### src/rtl/aes_key_pkg.sv
// Shared encodings, lookups and FSM states for the AES key-expansion sequencer.
package aes_key_pkg;

  localparam logic [1:0] KEY_128 = 2'd0;
  localparam logic [1:0] KEY_192 = 2'd1;
  localparam logic [1:0] KEY_256 = 2'd2;
  localparam logic [1:0] KEY_BAD = 2'd3;

  typedef enum logic [2:0] {
    IDLE, CLR, LOAD, CALC, WAIT, DONE
  } state_e;

  function automatic logic [5:0] nk_of(input logic [1:0] kl);
    unique case (1'b1)
      (kl == KEY_192): return 6'd6;
      (kl == KEY_256): return 6'd8;
      default:         return 6'd4;
    endcase
  endfunction

  function automatic logic [5:0] nw_of(input logic [1:0] kl);
    unique case (1'b1)
      (kl == KEY_192): return 6'd52;
      (kl == KEY_256): return 6'd60;
      default:         return 6'd44;
    endcase
  endfunction

endpackage

### src/rtl/aes_key_word_window.sv
// Eight-deep word history; taps w[i-1] and w[i-Nk] for the next schedule word.
module aes_key_word_window
  import aes_key_pkg::*;
(
  input  logic        clk,
  input  logic        rst,
  input  logic        push,
  input  logic [31:0] data,
  input  logic [1:0]  key_len,
  output logic [31:0] prev,
  output logic [31:0] origin
);

  logic [31:0] win [8];

  always_ff @(posedge clk) begin
    if (rst) begin
      for (int k = 0; k < 8; k++) win[k] <= '0;
    end else if (push) begin
      win[0] <= data;
      for (int k = 1; k < 8; k++) win[k] <= win[k-1];
    end
  end

  assign prev = win[0];

  always_comb begin
    origin = win[3];
    unique case (1'b1)
      (key_len == KEY_192): origin = win[5];
      (key_len == KEY_256): origin = win[7];
      default:              origin = win[3];
    endcase
  end

endmodule

### config.mk
export PLATFORM = sky130hd
export DESIGN_NAME = aes_key_word_window
export DESIGN_NICKNAME = d
export VERILOG_FILES = /design/src/rtl/aes_key_pkg.sv /design/src/rtl/aes_key_word_window.sv
export SDC_FILE = /design/constraint.sdc
export NUM_CORES = 1
export LEC_CHECK = 0
export BUFFER_PORTS_ARGS = -buffer_cell sky130_fd_sc_hd__buf_2
export CAP_MARGIN = 20
export CORE_MARGIN = 1
export CORE_UTILIZATION = 59
export CTS_CLUSTER_DIAMETER = 80
export DETAILED_ROUTE_END_ITERATION = 16
export PLACE_DENSITY = 0.79
export SETUP_SLACK_MARGIN = 0.4
export SLEW_MARGIN = 25
export SYNTH_ARGS = -nofsm -noshare
export SYNTH_HDL_FRONTEND = slang
export SYNTH_SLANG_ARGS = --single-unit
### constraint.sdc
create_clock -name clk -period 4.9 [get_ports clk]
set_input_delay 0.49 -clock clk [delete_from_list [all_inputs] [get_ports clk]]
set_output_delay 0.49 -clock clk [all_outputs]
set_load 0.02 [all_outputs]
**Yosys cells after proc, flatten, opt, wreduce, memory -nomap -nowiden**

Memories as Yosys holds them, arrays and structs flattened.
Cells that the tools add are included.

- RAM bits: 256
- Word-level logic and storage cells: 25
- Register bits: 0
- Input bits: 37
- Output and inout port bits: 64
- Memories kept: 1

- Bitwise logic cells: 8
- Eq/ne operators: 2
- Multiplexer cells: 14

Memory list:

| name | words | width | rd ports | clocked after memory_dff | write ports | RTL line | text |
|---|---|---|---|---|---|---|---|
| win | 8 | 32 | 8 | 0 | 8 | aes_key_word_window.sv:14 | `logic [31:0] win [8];` |

Operators with widths:

| operator | count |
|---|---|
| 32-bit 2-to-1 mux | 8 |
| 32-bit one-hot mux with 2 select lines | 1 |
| 1-bit bitwise OR | 8 |
| 1-bit 2-to-1 mux | 5 |
| 2-bit by 1-bit == test with 1-bit output, second input constant | 1 |
| 2-bit == test, second input constant | 1 |

**Longest topological paths before layout**

Gate-level depths: netlist of the first run.

- Depth in word-level cells: 4
- Mapped depth: 6
- Mapped depth without buffers: 4

**Worst setup path after synthesis of the first run**

OpenSTA, ideal clock, no wires.

- Kind: input -> register
- Start: input rst
- End: memory win[0][0] (enable)
- Stages on the path: 3
- Data arrival time: 3893 ps
- Data required time: 4389 ps
- Setup slack: 496 ps
- Setup time: 511 ps
- Path buffers: 2
- Cells stage by stage: buf_6 buf_2 or2_2

RTL lines:

| item | RTL line | text |
|---|---|---|
| start: declaration | aes_key_word_window.sv:6 | `input logic rst,` |
| end: declaration | aes_key_word_window.sv:14 |  |

**Worst setup path after layout of the first run**

- Start: input key_len[0]
- End: output origin[15]

- Longest elaborated chain between the ends: 2
- Elaborated cells between the ends (all ways): 3
- Classes of those cells: 2 x eq/ne; 1 x mux

Ends and longest elaborated chain:

| item | RTL line | text |
|---|---|---|
| start: declaration | aes_key_word_window.sv:9 | `input logic [1:0] key_len,` |
| 2-bit == test or 2-bit by 1-bit == test with 1-bit output (tied branches) | aes_key_word_window.sv:31, aes_key_word_window.sv:30 |  |
| 32-bit one-hot mux with 2 select lines (*) | aes_key_word_window.sv:29 | `unique case (1'b1)` |
| end: declaration | aes_key_word_window.sv:11 | `output logic [31:0] origin` |

Every way passes the cells marked *; elsewhere a longest branch is shown, timed or not.

==> results of run 1 <==
per-stage QoR:
stage	instance area (sq um)	power (mW)	worst slack (ns)	hold WS, ns	utilization
detailed placement	10700	2.96	2.07	0.502	0.621
CTS	11500	4.73	2.37	0.230	0.665
finish	11500	4.70	2.38	0.250	0.665
global placement	10700	2.95	2.11	0.498	0.620
global route	11500	4.87	2.33	0.223	0.665
floorplan	10400	2.90	0.496	0.497	-
layer usage:
layer,GRT usage,vias to the layer above
li1,-,2489
met3,0.0330,35
met2,0.257,174
met4,0.0637,0
met5,0,-
met1,0.254,2389
power groups by stage:
stage | clock network [mW] | logic, mW | registers (mW)
floorplan | 0 | 0.248 | 2.65
global placement | 0 | 0.289 | 2.66
detailed placement | 0 | 0.300 | 2.66
CTS | 1.81 | 0.301 | 2.62
global route | 1.91 | 0.324 | 2.63
finish | 1.78 | 0.297 | 2.62
worst paths after layout:
path / slack (ns) / cells after the start / end
min: 0.25 / 2 / win[0][1]$_SDFFCE_PN0P_
min reg2reg: 0.51 / 1 / win[0][118]$_SDFFCE_PN0P_
max: 2.38 / 6 / origin[15]
max reg2reg: 4.06 / 1 / win[0][222]$_SDFFCE_PP0P_
final cells by class:
cell class / count / area [sq um]
clock buffer: 37 / 713
tap: 225 / 282
multi-input combinational: 356 / 2170
sequential: 256 / 7690
inverter: 2 / 7.51
timing repair buffer: 106 / 583
fill: 1208 / 5800
clock inverter: 10 / 52.6
cells by family (layout without fill, tap and decap cells):
| logic type | Yosys count | after routing | share of synthesized area |
|---|---|---|---|
| flops | 256 | 256 | 0.737 |
| compound gates | 64 | 64 | 0.0384 |
| simple gates | 290 | 290 | 0.167 |
| fa+ha+maj | 2 | 2 | 0.00240 |
| buf+inv | 75 | 155 | 0.0553 |
cell usage after synthesis, drive strengths merged:
cell type | count | area, sq um
o21ai | 32 | 160
ha | 2 | 25.0
or2 | 1 | 6.26
clkbuf | 6 | 22.5
nand2 | 32 | 120
and2 | 192 | 1200
a22oi | 32 | 240
nor2b | 65 | 414
buf | 67 | 547
inv | 2 | 7.51
edfxtp | 256 | 7690
worst max-delay path, stage by stage:
cell and delay [ns]:
buf_2 0.11, inv_1 0.05, ha_2 0.65, a22oi_1 0.19, o21ai_0 0.31, buf_2 0.23
==> impl_metrics.ini, run 1 <==
[synthesis]
ys_warn_count = 0
ys_types = 14
synth_nets = 726
yosys_register_bits = 256
postSynthCellCount = 687
synth-seq-area-share = 0.737
syn_avg_cell_area_sq_um = 15.2
synth_area_sq_um = 10400

[drt]
wire_per_inst_um = 15.5
topRoutingLayerUsed = met4
first_pass_iters = 4
met3WireLength_um = 967
viasPerCell = 5.13
vias = 5087
drt_iter0_drc = 527
wl_met2_mm = 6.85
wirelength_mm = 15.4
final_antenna_net_count = 0
drt_drc_violations_left = 0
wl_met1_mm = 7.18

[placed_design]
dp_cells = 945
finalWeightedCongestion = 0.772
hpwl_mm = 8.85
port_buffers = 100

[timing]
finalSetupTns_ns = 0
timing.fmax_ghz = 0.396
setup_viol = 0
worstMarginPinSlew_ns = 0.743
rsz0062_at_grt = false
skew_ns = 0.00801
drv_slew = 0
period_needed_ns = 2.52
hold_viol_final = 0
relSlewSlack = 0.505
min_period_over_period = 0.515

[floorplan]
core_sq_um = 17300
row_count = 48
io_pins = 101
die_h_um = 135
die_x_um = 135
die-area_sq_um = 18200
start_util = 0.603

[pwr]
power.net_switching_mw = 1.01
power.density_nw_per_um2 = 408
pwr-share-clk = 0.379
p_leak_nw = 4.54
combPwrFrac = 0.063
p_int_mw = 3.68
peakVddDrop_v = 0.000257
p_sw_frac = 0.216
seqPwrFrac = 0.558

[worst_setup_path]
path_max_fanout = 32
cp.arrival_ns = 2.03
r2r_start = win[0][190]$_SDFFCE_PN0P_
cp_data_required_time_ns = 4.41
startpoint_type = input port
criticalPathCategory = in -> out
end_kind = output port
setup.worst_path.start = key_len[0]

[hold_path]
hold_start = data[1]
hp-class = in -> reg

[run_status]
status = finished clean

[cts]
cts_buffers = 26
clk_pin_slew_ns = 0.06
post_cts_resized = 0
cts_max_level = 1
root_buffer = clkbuf_16
cts_num_sinks = 256
cts.path.max_buffers = 3
postCtsSetupRepairBufs = 0
holdBufCountCts = 0
cts_tree = yes
worstSkewPairLatency_ns = 0.51

[job]
drv_cap = 0

[final_layout]
nets = 787
final_layout_size_suffix_gt1_frac = 0.188
largest_register_ffs = 256
final_cell_mix = edfxtp_1 (256), and2_1 (192), buf_2 (100), nor2b_1 (64)
largest_register = win
area_growth_pct = 10.2
finalNonFillerCells = 992
final_common_cell = edfxtp_1
reg.largest.list = win: 256 flops
n_antenna_cell = 0

[global_route]
grtUsageTotal = 0.172
grt-ovfl-total = 0
grt_max_degree = 193
antenna_found_initial = 0
grt_pass1_vias = 5019
grt_pass1_wl_mm = 24.8
Note: power is estimated with default switching activity, not from simulation.
==> run 2, diff against run 1 <==
clock period = 2.43 ns   (was 4.9 ns; I/O delays follow)
==> run 2 against run 1 <==
Sequential power is 100% higher. Sequential share of layout area is 2.1 points lower. Largest cell class unchanged. Critical path depth is 1 higher. Clock skew is 0.0017 ns lower. Flip-flop and latch count stayed put. Highest routed layer unchanged. Total power is 110% higher. Cell count is 2.2% higher. Clock-buffer cell count is 9 lower.
==> impl_metrics.ini, run 2 (synthesis results as in run 1) <==
[run_status]
status = finished clean

[drt]
met3WireLength_mm = 1.10
drt_iter0_drc = 376
vias = 5332
first_pass_iters = 5
final_antenna_net_count = 0
wirelength_mm = 16.4
wire_per_inst_um = 16.1
viasPerCell = 5.26
wl_met2_mm = 7.76
topRoutingLayerUsed = met4
wl_met1_mm = 7.15
drt_drc_violations_left = 0

[floorplan]
io_pins = 101
die_h_um = 135
die_x_um = 135
core_sq_um = 17300
row_count = 48
die-area_sq_um = 18200
start_util = 0.603

[cts]
cts_tree = yes
root_buffer = clkbuf_16
postCtsSetupRepairBufs = 0
cts.path.max_buffers = 3
worstSkewPairLatency_ns = 0.50
cts_num_sinks = 256
cts_buffers = 25
clk_pin_slew_ns = 0.06
post_cts_resized = 0
cts_max_level = 1
holdBufCountCts = 17

[final_layout]
fin_area_sq_um = 11900
fin_util = 0.686
final_layout_size_suffix_gt1_frac = 0.191
final_cell_mix = edfxtp_1 (256), and2_1 (192), buf_2 (100), nor2b_1 (64)
nets = 810
largest_register = win
area_growth_pct = 13.7
final_common_cell = edfxtp_1
largest_register_ffs = 256
n_antenna_cell = 0
reg.largest.list = win: 256 flops

[worst_setup_path]
criticalPathCategory = in -> out
end_kind = output port
cp_data_required_time_ns = 2.19
cp_num_cells = 7
critPathMaxStageDelay_ns = 0.34
reg2regPathDepth = 1
r2r_end = win[0][195]$_SDFFCE_PP0P_
critical_path.cell_chain = buf_2 > inv_1 > ha_1 > buf_4 > a22oi_1 > o21ai_0 > buf_2
rrSetupSlack_ns = 1.58
critPathBufInv = 4
endpoint = origin[14]
crit_family = buffers and inverters
cp.arrival_ns = 1.60
setup.worst_path.start = key_len[0]
r2r_start = win[0][163]$_SDFFCE_PN0P_
slowest_stage = buf_4
crit_top_cell = buf_2
startpoint_type = input port
path_max_fanout = 32

[pwr]
power.density_nw_per_um2 = 833
peakVddDrop_v = 0.000592
p_leak_nw = 4.69

[global_route]
antenna_found_initial = 0
grt_max_degree = 96
grt_pass1_wl_mm = 26.3
grtUsageTotal = 0.184
grt_pass1_vias = 5333
grt-ovfl-total = 0

[placed_design]
post-place-ws_ns = 0.632
port_buffers = 100
hpwl_mm = 9.61
finalWeightedCongestion = 0.764
placed_area_sq_um = 10800

[timing]
setup_viol = 0
drv_slew = 0
hold_viol_final = 0
finalSetupTns_ns = 0
relSlewSlack = 0.406
rsz0062_at_grt = false
timing.fmax_ghz = 0.543
whs_ns = 0.0176
fin_ws_ns = 0.587
skew_ns = 0.00629
period_needed_ns = 1.84
worstMarginPinSlew_ns = 0.890
min_period_over_period = 0.758

[job]
drv_cap = 0

[hold_path]
hp-class = in -> reg
## run 2: cell count changes in the layout (fill, tap and decap cells not counted), sizes merged
cell         previous run  this run
clkbuf                 37        28
bufinv                  0         5
clkinv                  9         8
buf                   106       113
dlygate4sd3             0        17
clkinvlp                0         3
## run 2: final cells by class
cell class                      instances  area, sq um
Clock inverter                         17          214
Fill cell                            1160         5430
Timing Repair Buffer                  130          868
Multi-Input combinational cell        356         2170
Clock buffer                           28          637
Sequential cell                       256         7690
Inverter                                2         7.51
Tap cell                              225          282
## run 2: report_power, final
group,internal [mW],total [mW],switching [mW]
combinational,0.239,0.653,0.414
sequential,5.18,5.28,0.103
clock,2.42,3.95,1.53
## run 2: stage by stage
stage	std cells	power (mW)
2_1_floorplan	687	5.84
4_1_cts	1014	9.97
6_report	1014	9.89
3_5_place_dp	952	6.01
3_3_place_gp	952	5.97
5_1_grt	1014	10.2
## run 2: worst min path at each step
stage,startpoint,to,slack (ns),depth (start not counted)
2_1_floorplan,data[0],win[0][0]$_SDFFCE_PN0P_,0.44,1
3_3_place_gp,win[0][57]$_SDFFCE_PN0P_,win[0][89]$_SDFFCE_PN0P_,0.50,1
3_5_place_dp,win[0][143]$_SDFFCE_PN0P_,win[0][175]$_SDFFCE_PN0P_,0.50,1
4_1_cts,data[9],win[0][9]$_SDFFCE_PN0P_,0.0007,2
5_1_grt,data[5],win[0][5]$_SDFFCE_PN0P_,0.005,2
6_report,data[9],win[0][9]$_SDFFCE_PN0P_,0.02,2
## run 2: layer usage
layer	GRT usage	up-vias
met5	0	-
met4	0.0630	0
met3	0.0334	31
met2	0.297	200
met1	0.256	2563
li1	-	2538
